### src/rtl/fast_adder_ques1.sv
// Two-stage pipelined 64-bit add/subtract unit built on a three-level
// carry-lookahead tree (bit -> 4-bit group -> 4-group block -> top).
module fast_adder_ques1 #(
  parameter int WIDTH = 64
) (
  input  logic             clk,
  input  logic             rst,
  input  logic [WIDTH-1:0] a,
  input  logic [WIDTH-1:0] b,
  input  logic             operation,
  output logic [WIDTH-1:0] sum,
  output logic             carry
);

  // The 4x4x4 lookahead hierarchy below spans exactly 64 bits.
  localparam int NG = WIDTH / 4;
  localparam int NB = NG / 4;

  typedef struct packed {
    logic [3:0] c;   // carry into each of the four positions
    logic       gg;  // group generate
    logic       pp;  // group propagate
  } la_t;

  // Flattened 4-wide lookahead: every carry is a two-level sum of products.
  function automatic la_t lookahead(input logic [3:0] g, input logic [3:0] p,
                                    input logic cin);
    la_t r;
    r.c[0] = cin;
    r.c[1] = g[0] | (p[0] & cin);
    r.c[2] = g[1] | (p[1] & g[0]) | (p[1] & p[0] & cin);
    r.c[3] = g[2] | (p[2] & g[1]) | (p[2] & p[1] & g[0])
           | (p[2] & p[1] & p[0] & cin);
    r.gg   = g[3] | (p[3] & g[2]) | (p[3] & p[2] & g[1])
           | (p[3] & p[2] & p[1] & g[0]);
    r.pp   = &p;
    return r;
  endfunction

  logic [WIDTH-1:0] a_q, b_q;
  logic             op_q;

  // NOTE: non-blocking assignments let both stages update from pre-edge
  // values, so stage 2 always sees the previous stage-1 contents.
  always_ff @(posedge clk) begin
    if (rst) begin
      a_q  <= '0;
      b_q  <= '0;
      op_q <= 1'b0;
    end else begin
      a_q  <= a;
      b_q  <= b;
      op_q <= operation;
    end
  end

  logic [WIDTH-1:0] bx, g, p, c, s;
  logic [NG-1:0]    grp_g, grp_p, grp_c;
  logic [NB-1:0]    blk_g, blk_p, blk_c;
  logic             cout;
  la_t              la;

  // NOTE: every variable gets a default first so no path can infer a latch.
  always_comb begin
    la    = '0;
    grp_g = '0;
    grp_p = '0;
    grp_c = '0;
    blk_g = '0;
    blk_p = '0;
    c     = '0;
    bx    = b_q ^ {WIDTH{op_q}};
    g     = a_q & bx;
    p     = a_q ^ bx;

    // Upward pass: group, then block generate/propagate.
    for (int i = 0; i < NG; i++) begin
      la       = lookahead(g[4*i +: 4], p[4*i +: 4], 1'b0);
      grp_g[i] = la.gg;
      grp_p[i] = la.pp;
    end
    for (int j = 0; j < NB; j++) begin
      la       = lookahead(grp_g[4*j +: 4], grp_p[4*j +: 4], 1'b0);
      blk_g[j] = la.gg;
      blk_p[j] = la.pp;
    end

    // Top unit: carry into bit 0 is the subtract flag.
    la    = lookahead(blk_g, blk_p, op_q);
    blk_c = la.c;
    cout  = la.gg | (la.pp & op_q);

    // Downward pass: group carry-ins, then bit carries.
    for (int j = 0; j < NB; j++) begin
      la                = lookahead(grp_g[4*j +: 4], grp_p[4*j +: 4], blk_c[j]);
      grp_c[4*j +: 4]   = la.c;
    end
    for (int i = 0; i < NG; i++) begin
      la            = lookahead(g[4*i +: 4], p[4*i +: 4], grp_c[i]);
      c[4*i +: 4]   = la.c;
    end

    s = p ^ c;
  end

  always_ff @(posedge clk) begin
    if (rst) begin
      sum   <= '0;
      carry <= 1'b0;
    end else begin
      sum   <= s;
      carry <= cout;
    end
  end

endmodule

### config.mk
export PLATFORM = sky130hd
export DESIGN_NAME = fast_adder_ques1
export DESIGN_NICKNAME = d
export VERILOG_FILES = /design/src/rtl/fast_adder_ques1.sv
export SDC_FILE = /design/constraint.sdc
export NUM_CORES = 1
export LEC_CHECK = 0
export CAP_MARGIN = 0
export CORE_MARGIN = 2
export CORE_UTILIZATION = 45
export DETAILED_ROUTE_END_ITERATION = 6
export GPL_TIMING_DRIVEN = 0
export PLACE_DENSITY = 0.73
export SYNTH_ARGS = -nofsm -noshare
export SYNTH_HDL_FRONTEND = slang
export SYNTH_SLANG_ARGS = --single-unit
### constraint.sdc
create_clock -name clk -period 8.8 [get_ports clk]
set_clock_uncertainty 0.1 [all_clocks]
set_input_delay 1.32 -clock clk [delete_from_list [all_inputs] [get_ports clk]]
set_output_delay 1.32 -clock clk [all_outputs]
set_load 0.1 [all_outputs]
==> out/results.ini, run 1 <==
[status]
outcome=complete, no violations

[layout]
final_cell_mix=194 x dfxtp_1, 194 x clkdlybuf4s50_1, 138 x nor2b_1, 92 x xor2_1, 77 x nor2_1
layout-drive-gt1-share_pct=4.41
fin_nets=1286
area_delta_synth_final_pct=32.8
multi_input_area_um2=4400
filler_cell_count=1649
seqCellArea_um2=3880

[critical_path]
cp.arrival_ps=5310
worstPathRequired_ps=9010
endpoint=sum[57]$_SDFF_PP0_
crit_type=flip-flop to flip-flop
startpoint=op_q$_SDFF_PP0_
r2r_cells=14
critPathCaptureType=flip-flop
crit_fanout=10
reg2reg_to=sum[57]$_SDFF_PP0_
r2r_start=op_q$_SDFF_PP0_
reg2reg_slack_ps=3700
critPathLaunchType=flip-flop

[placed_design]
hpwl_um=15000
place_congestion=0.876
pre_cts_ws_ps=3700
place.port_buffers=194

[routing]
drc=0
dr.pass1.iters=4
avgViaCountPerCell=4.78
dr_total_vias=6326
wl_per_cell_um=14.6
drt_iter0_markers=214
antenna_left=0
wl_um=19400

[clock_network]
cts_hold_buf=0
clk_latency_ps=440
cts_setup_buffers=0
cts_tree=yes
post_cts_resize_count=0
cts_buffers=17
h-tree-depth=4
cts_max_path_buffers=2
clock-root-buffer=clkbuf_16
clkSlewWorstSetupHoldPaths_ps=70
cts.sinks=194

[timing]
tns_ps=0
relSlewSlack_pct=29.9
min_period_ps=5100
rsz0062_at_grt=false
whs_ps=519
worst_pin_slew_ps=1050
fin_crit_sh_pct=57.9
maxSlewViolCount=0
setup_viol_count_final=0
setup_ws_ps=3700
finalHoldViolations=0
fmax_ghz=0.196

[die]
start_util_pct=45.8
fp.dieW_um=142
rows=50
core_area_um2=18700
dieArea_um2=20200
die_y_um=142
io_pins=196

[power_and_ir_drop]
peakVddDrop_mv=0.123
p_leak_uw=0.00491
power_density_nw_per_um2=221

[global_routing]
grt_pass1_vias=6265
grt_pass1_wl_um=30800
grt_max_degree=20
antenna_found_initial=1
grtUsageTotal_pct=20.0
overflow=0

[logic_synthesis]
ys_seq_area_share_pct=45.3
syn_nets=1073
synth-warning-count=0
synth-seq-cells=194
syn_area_per_cell_um2=9.93
synthCells=863
synth_area_um2=8570
synth.distinct_cells=51

[flow_run]
cap_violations=0

[worst_hold_path]
hp-class=flip-flop to flip-flop
worstHoldStart=a_q[63]$_SDFF_PP0_

## area by class of cell
cell class              instances  share of cell area (%)
diodes                          1                  0.0220
plain buffers                  30                    1.00
clock buffers                  18                    3.86
clock inverters                14                    1.21
inverters                      45                    1.48
multi-input cells             594                    38.7
flip-flops and latches        194                    34.1
well taps                     234                    2.57
repair buffers                194                    17.1
## logic make-up after synthesis
kind of cell,after synthesis,synth area share [%]
xor gates and xnor gates,100,10.2
muxes,5,0.628
and+or+nand+nor,286,18.2
adders and majority gates,79,12.9
AOI/OAI and AO/OA,124,9.51
buffers and inverters,75,3.30
DFF,194,45.3
## synth_stat cells, drive strengths merged
cell type	count	area [um2]
a2111oi	1	15.0
a211oi	9	80.1
a21bo	1	10.0
a21boi	4	30.0
a21o	16	120
a21oi	48	255
a221oi	1	8.76
a22o	1	8.76
a2bb2oi	1	15.0
a31oi	4	31.3
and3	1	6.26
and4	3	26.3
buf	7	27.5
clkbuf	23	86.3
dfxtp	194	3880
fa	15	300
ha	64	801
inv	45	169
mux2	3	33.8
mux2i	2	20.0
nand2	31	116
nand2b	3	18.8
nand3	2	15.0
nand4	9	56.3
nand4b	1	8.76
nor2	77	289
nor2b	138	863
nor3	9	45.0
nor3b	4	30.0
nor4b	4	50.1
o211a	1	10.0
o21a	8	60.1
o21ai	21	109
o21bai	4	30.0
o22ai	1	6.26
o311a	1	10.0
o31ai	2	15.0
or2	1	6.26
or3	2	12.5
or4	1	11.3
xnor2	8	70.1
xor2	92	806
## worst max-delay path, stage by stage, from the launching register on
cell and delay (ps):
dfxtp_1 310, buf_2 120, clkbuf_1 540, clkbuf_1 730, xor2_1 150, ha_1 410, nand4_1 170, or4_4 610
a2111oi_2 450, nor4b_4 170, a211oi_1 420, nor2_1 140, fa_1 420, xor2_1 180, nor2_1 50
## routing by layer
layer	vias up	track usage, %	part of all wire, %
met5	-	0	0
met4	0	8.89	3.5
met3	36	4.31	3.5
met2	138	35.2	50
met1	2898	23.4	43
li1	3254	-	-
## how the worst min path moves through the flow
stage | end | slack, ps | cells past startpoint
floorplan | carry$_SDFF_PP0_ | 460 | 2
global placement | carry$_SDFF_PP0_ | 480 | 2
detailed placement | carry$_SDFF_PP0_ | 510 | 2
CTS | carry$_SDFF_PP0_ | 520 | 2
global route | carry$_SDFF_PP0_ | 550 | 2
finish | carry$_SDFF_PP0_ | 520 | 2
## stage by stage
step                total power (uW)  std cells  utilization (%)  area [um2]
finish                          2520       1324             60.8       11400
global placement                1780       1291             57.7       10800
global route                    2630       1324             60.8       11400
floorplan                       1580        863                -        8570
CTS                             2540       1323             60.8       11400
detailed placement              1790       1291             57.7       10800
## state kept, by name, summed over array words and instances, names as in the netlist
name	count
b_q	64
carry	1
op_q	1
sum	64
a_q	64
## where the power goes
group,switching [uW],internal (uW)
Clock,362,383
Combinational,536,254
Sequential,26.0,955
(Power assumes the default switching activity.)
==> run 2: changes to the inputs <==
--- a/config.mk
+++ b/config.mk
@@ -10,7 +10,7 @@
 export CORE_UTILIZATION = 45
 export DETAILED_ROUTE_END_ITERATION = 6
 export GPL_TIMING_DRIVEN = 0
-export PLACE_DENSITY = 0.73
+export PLACE_DENSITY = 0.76
 export SYNTH_ARGS = -nofsm -noshare
 export SYNTH_HDL_FRONTEND = slang
 export SYNTH_SLANG_ARGS = --single-unit
==> constraint.sdc (replaced) <==
create_clock -name clk -period 4.1 [get_ports clk]
set_clock_uncertainty 0.1 [all_clocks]
set_input_delay 0.615 -clock clk [delete_from_list [all_inputs] [get_ports clk]]
set_output_delay 0.615 -clock clk [all_outputs]
set_load 0.1 [all_outputs]
==> out/results.ini, run 2 (same netlist as run 1, synthesis figures left out) <==
[status]
outcome=complete, no violations

[routing]
wl_per_cell_um=14.8  ; +1.5%
wl_um=19800  ; +2.4%
dr.pass1.iters=4  ; unchanged
drc=0  ; unchanged
antenna_left=0  ; unchanged
dr_total_vias=6371  ; +0.71%
drt_iter0_markers=223  ; +4.2%
avgViaCountPerCell=4.77  ; -0.12%

[global_routing]
grt_pass1_wl_um=30900  ; +0.36%
antenna_found_initial=0  ; -1
grt_pass1_vias=6173  ; -1.5%
overflow=0  ; unchanged
grtUsageTotal_pct=20.0  ; +0.020 points
grt_max_degree=19  ; -5.0%

[worst_hold_path]
hp-class=flip-flop to flip-flop

[timing]
finalHoldViolations=0  ; unchanged
fmax_ghz=0.253  ; +29%
tns_ps=0  ; unchanged
min_period_ps=3960  ; -1140 ps
worst_pin_slew_ps=1050  ; +6.78 ps
whs_ps=495  ; -23.6 ps
setup_viol_count_final=0  ; unchanged
fin_crit_sh_pct=96.5  ; +39 points
relSlewSlack_pct=29.5  ; -0.45 points
maxSlewViolCount=0  ; unchanged
setup_ws_ps=143  ; -3560 ps

[clock_network]
cts_buffers=17  ; unchanged
cts_tree=yes
cts_hold_buf=0  ; unchanged
clkSlewWorstSetupHoldPaths_ps=70  ; about the same
cts_max_path_buffers=2  ; unchanged
h-tree-depth=4  ; unchanged
clk_latency_ps=430  ; about the same
cts.sinks=194  ; unchanged
clock-root-buffer=clkbuf_16

[die]
core_area_um2=18700  ; unchanged
io_pins=196  ; unchanged
fp.dieW_um=142  ; unchanged
die_y_um=142  ; unchanged
dieArea_um2=20200  ; unchanged
start_util_pct=45.8  ; unchanged
rows=50  ; unchanged

[flow_run]
cap_violations=0  ; unchanged

[placed_design]
pre_cts_ws_ps=-891  ; -4590 ps
place.port_buffers=194  ; unchanged
place_congestion=0.843  ; -3.8%
hpwl_um=15000  ; about the same

[critical_path]
critPathCaptureType=flip-flop
critPathLaunchType=flip-flop
cp.arrival_ps=4170  ; -1140 ps
worstPathRequired_ps=4310  ; -4700 ps
crit_fanout=10  ; unchanged
crit_type=flip-flop to flip-flop

[layout]
filler_cell_count=1571  ; -4.7%
fin_nets=1298  ; +0.93%
reg_top3=a_q (64), b_q (64), sum (64)
final_cell_mix=194 x dfxtp_1, 194 x clkdlybuf4s50_1, 138 x nor2b_1, 92 x xor2_1, 76 x nor2_1
area_delta_synth_final_pct=35.8
antenna_cells=0  ; -1
layout-drive-gt1-share_pct=7.08  ; +2.7 points

[power_and_ir_drop]
power_density_nw_per_um2=475  ; +120%
fin_total_pwr_uw=5530  ; +120%
p_leak_uw=0.00501  ; +2.1%
peakVddDrop_mv=0.278  ; +130%

[run 2: metal layers]
layer  share of wire, %  track usage (%)
met1                 44             24.1
met2                 51             35.8
met3                3.7             3.67
met4                1.7             7.05
met5                  0                0
[run 2: through the flow]
step,cells,cell area (um2),utilization (%)
final,1335,11600,62.2
after global routing,1335,11600,62.2
after CTS,1324,11500,61.4
after detailed placement,1291,10800,57.7
after global placement,1291,10800,57.7
after floorplan,863,8570,-
[run 2: what timing repair did]
action                     4_1_cts  5_1_grt
gates resized for setup         18       23
pin swaps                        1       13
setup buffers                    1       11
setup endpoints to repair       41       10
[run 2: final timing paths]
kind,startpoint,end,slack [ps],cells past startpoint
setup reg to reg,op_q$_SDFF_PP0_,sum[57]$_SDFF_PP0_,140,15
hold reg to reg,a_q[63]$_SDFF_PP0_,carry$_SDFF_PP0_,490,2
setup / recovery,op_q$_SDFF_PP0_,sum[57]$_SDFF_PP0_,140,15
hold / removal,a_q[63]$_SDFF_PP0_,carry$_SDFF_PP0_,490,2
[run 2: critical path, cell delays in order, from the launching register on]
cell       delay (ps)
dfxtp_1           300
buf_2             130
buf_6             160
buf_8             170
xor2_1            170
ha_1              370
nand4_1           140
or4_4             610
a2111oi_4         420
nor4b_4            90
buf_6             160
a211oi_4          290
nor2_2             80
fa_1              410
xor2_1            170
nor2_1             50
[run 2: area by class of cell]
class | instances | area (um2) | area share, %
Tap cell | 234 | 293 | 2.52
Buffer | 30 | 169 | 1.45
Timing Repair Buffer | 206 | 2040 | 17.5
Inverter | 45 | 169 | 1.45
Clock inverter | 15 | 175 | 1.51
Sequential cell | 194 | 3880 | 33.4
Multi-Input combinational cell | 594 | 4480 | 38.5
Clock buffer | 17 | 425 | 3.66
[run 2: report_power, final]
| group | switching [uW] | internal [uW] | leakage (uW) |
|---|---|---|---|
| logic | 1170 | 573 | 0.00312 |
| clock network | 767 | 917 | 0.000278 |
| registers | 55.6 | 2050 | 0.00162 |
==> run 3: changes to the inputs <==
--- a/config.mk
+++ b/config.mk
@@ -6,11 +6,12 @@
 export NUM_CORES = 1
 export LEC_CHECK = 0
 export CAP_MARGIN = 0
+export CORE_ASPECT_RATIO = 0.7
 export CORE_MARGIN = 2
 export CORE_UTILIZATION = 45
 export DETAILED_ROUTE_END_ITERATION = 6
 export GPL_TIMING_DRIVEN = 0
-export PLACE_DENSITY = 0.76
+export PLACE_DENSITY = 0.73
 export SYNTH_ARGS = -nofsm -noshare
 export SYNTH_HDL_FRONTEND = slang
 export SYNTH_SLANG_ARGS = --single-unit
==> constraint.sdc (replaced) <==
create_clock -name clk -period 4.7 [get_ports clk]
set_clock_uncertainty 0.1 [all_clocks]
set_input_delay 0.705 -clock clk [delete_from_list [all_inputs] [get_ports clk]]
set_output_delay 0.705 -clock clk [all_outputs]
set_load 0.1 [all_outputs]
==> out/results.ini, run 3 (same netlist as run 1, synthesis figures left out) <==
[worst_hold_path]
holdPathStages=2  ; unchanged
min_to=carry$_SDFF_PP0_
hp-class=flip-flop to flip-flop
worstHoldStart=a_q[63]$_SDFF_PP0_

[routing]
avgViaCountPerCell=4.73  ; -0.94%
drc=0  ; unchanged
dr.pass1.iters=7  ; +3
wl_per_cell_um=14.7  ; -0.98%
antenna_left=0  ; unchanged
drt_iter0_markers=294  ; +32%
wl_um=19600  ; -1.3%
dr_total_vias=6292  ; -1.2%

[critical_path]
reg2reg_slack_ps=280  ; +130 ps
r2r_cells=14  ; -1
worstPathRequired_ps=4900  ; +590 ps
crit_type=flip-flop to flip-flop
critPathCaptureType=flip-flop
critPathLaunchType=flip-flop
reg2reg_to=sum[57]$_SDFF_PP0_
crit_fanout=10  ; unchanged
cp.arrival_ps=4630  ; +460 ps
r2r_start=op_q$_SDFF_PP0_

[global_routing]
use_met1_pct=27.2  ; +3.1 points
grtUsageTotal_pct=19.8  ; -0.19 points
grt-busiest-layer=met2
antenna_found_initial=3  ; +3
overflow=0  ; unchanged
grt_pass1_vias=6119  ; -0.87%
grt_max_degree=17  ; -2
use_met3_pct=5.08  ; +1.4 points
met2_usage_pct=31.4  ; -4.4 points
grt_pass1_wl_um=30800  ; -0.47%

[layout]
fin_nets=1286  ; -0.92%
final_area_um2=11400  ; -1.6%
reg_top3=a_q (64), b_q (64), sum (64)
final_cell_mix=194 x dfxtp_1, 194 x clkdlybuf4s50_1, 138 x nor2b_1, 92 x xor2_1, 77 x nor2_1
layout-drive-gt1-share_pct=4.87  ; -2.2 points
area_delta_synth_final_pct=33.6

[timing]
finalHoldViolations=0  ; unchanged
rsz0062_at_grt=true
worst_pin_slew_ps=1020  ; -36.6 ps
maxSlewViolCount=0  ; unchanged
relSlewSlack_pct=31.9  ; +2.5 points
fin_crit_sh_pct=94.1  ; -2.4 points
fmax_ghz=0.226  ; -11%
whs_ps=507  ; +12.2 ps
setup_viol_count_final=0  ; unchanged
min_period_ps=4420  ; +466 ps

[status]
outcome=complete, no violations

[clock_network]
post_cts_resize_count=5  ; -13
h-tree-depth=4  ; unchanged
cts_tree=yes
clk_latency_ps=430  ; about the same
cts.sinks=194  ; unchanged
cts_max_path_buffers=2  ; unchanged
clkSlewWorstSetupHoldPaths_ps=70  ; about the same
clock-root-buffer=clkbuf_16
cts_hold_buf=0  ; unchanged
cts_buffers=17  ; unchanged
cts_setup_buffers=0  ; -1

[die]
dieArea_um2=20200  ; about the same
rows=42  ; -16%
start_util_pct=45.7  ; -0.13 points
core_area_um2=18800  ; +0.29%
io_pins=196  ; unchanged
die_y_um=119  ; -16%
fp.dieW_um=169  ; +19%

[power_and_ir_drop]
fin_total_pwr_uw=4850  ; -12%
power_density_nw_per_um2=424  ; -11%
peakVddDrop_mv=0.239  ; -14%
p_leak_uw=0.00495  ; -1.2%

[placed_design]
place_congestion=0.829  ; -1.6%
place.port_buffers=194  ; unchanged
dpl_cell_area_um2=10800  ; about the same
hpwl_um=15100  ; +0.78%

[flow_run]
cap_violations=0  ; unchanged

[run 3: cell count changes in the layout (fill, tap and decap cells not counted), sizes merged]
| cell | delta |
|---|---|
| bufinv | +2 |
| clkinv | +1 |
| diode | +1 |
| buf | -14 |
| clkinvlp | -4 |
| clkbuf | +4 |
| inv | -2 |
[run 3: critical path: stages (launching register included)]
cell and delay [ps]:
dfxtp_1 310, buf_2 120, clkbuf_2 290, clkbuf_2 440, xor2_1 150, ha_1 370
nand4_1 210, or4_4 510, a2111oi_2 390, nor4b_4 160, a211oi_1 410, nor2_1 130
fa_1 420, xor2_1 200, nor2_1 60
[run 3: layer usage]
layer,vias up,share of wire [%]
li1,3252,-
met1,2862,49
met2,151,44
met3,23,5.5
met4,4,0.94
met5,-,0.13
[run 3: how the worst max path moves through the flow]
| stage | startpoint | end | slack, ps | cells past startpoint |
|---|---|---|---|---|
| after floorplan | op_q$_SDFF_PP0_ | sum[57]$_SDFF_PP0_ | 740 | 15 |
| after global placement | op_q$_SDFF_PP0_ | sum[57]$_SDFF_PP0_ | -260 | 14 |
| after detailed placement | op_q$_SDFF_PP0_ | sum[57]$_SDFF_PP0_ | -280 | 14 |
| after CTS | op_q$_SDFF_PP0_ | sum[57]$_SDFF_PP0_ | 150 | 13 |
| after global routing | op_q$_SDFF_PP0_ | sum[45]$_SDFF_PP0_ | -10 | 15 |
| final | op_q$_SDFF_PP0_ | sum[57]$_SDFF_PP0_ | 280 | 14 |
[run 3: metrics by stage]
stage,cells,setup TNS [ps],util [%],worst slack [ps]
global placement,1299,-796,57.6,-261
global route,1330,-12.8,61.0,-12.8
floorplan,863,0,-,737
detailed placement,1299,-1220,57.6,-281
CTS,1330,0,61.0,154
finish,1331,0,61.0,277
[run 3: cell type report]
type / count / area, um2
Antenna cell: 1 / 2.50
Buffer: 30 / 121
Clock buffer: 19 / 443
Clock inverter: 12 / 178
Fill cell: 1589 / 7310
Inverter: 45 / 169
Multi-Input combinational cell: 594 / 4410
Sequential cell: 194 / 3880
Tap cell: 242 / 303
Timing Repair Buffer: 194 / 1940
[run 3: power by group]
| group | internal (uW) | switching (uW) |
|---|---|---|
| combinational | 477 | 1000 |
| sequential | 1790 | 52.2 |
| clock | 906 | 623 |
| total | 3170 | 1680 |
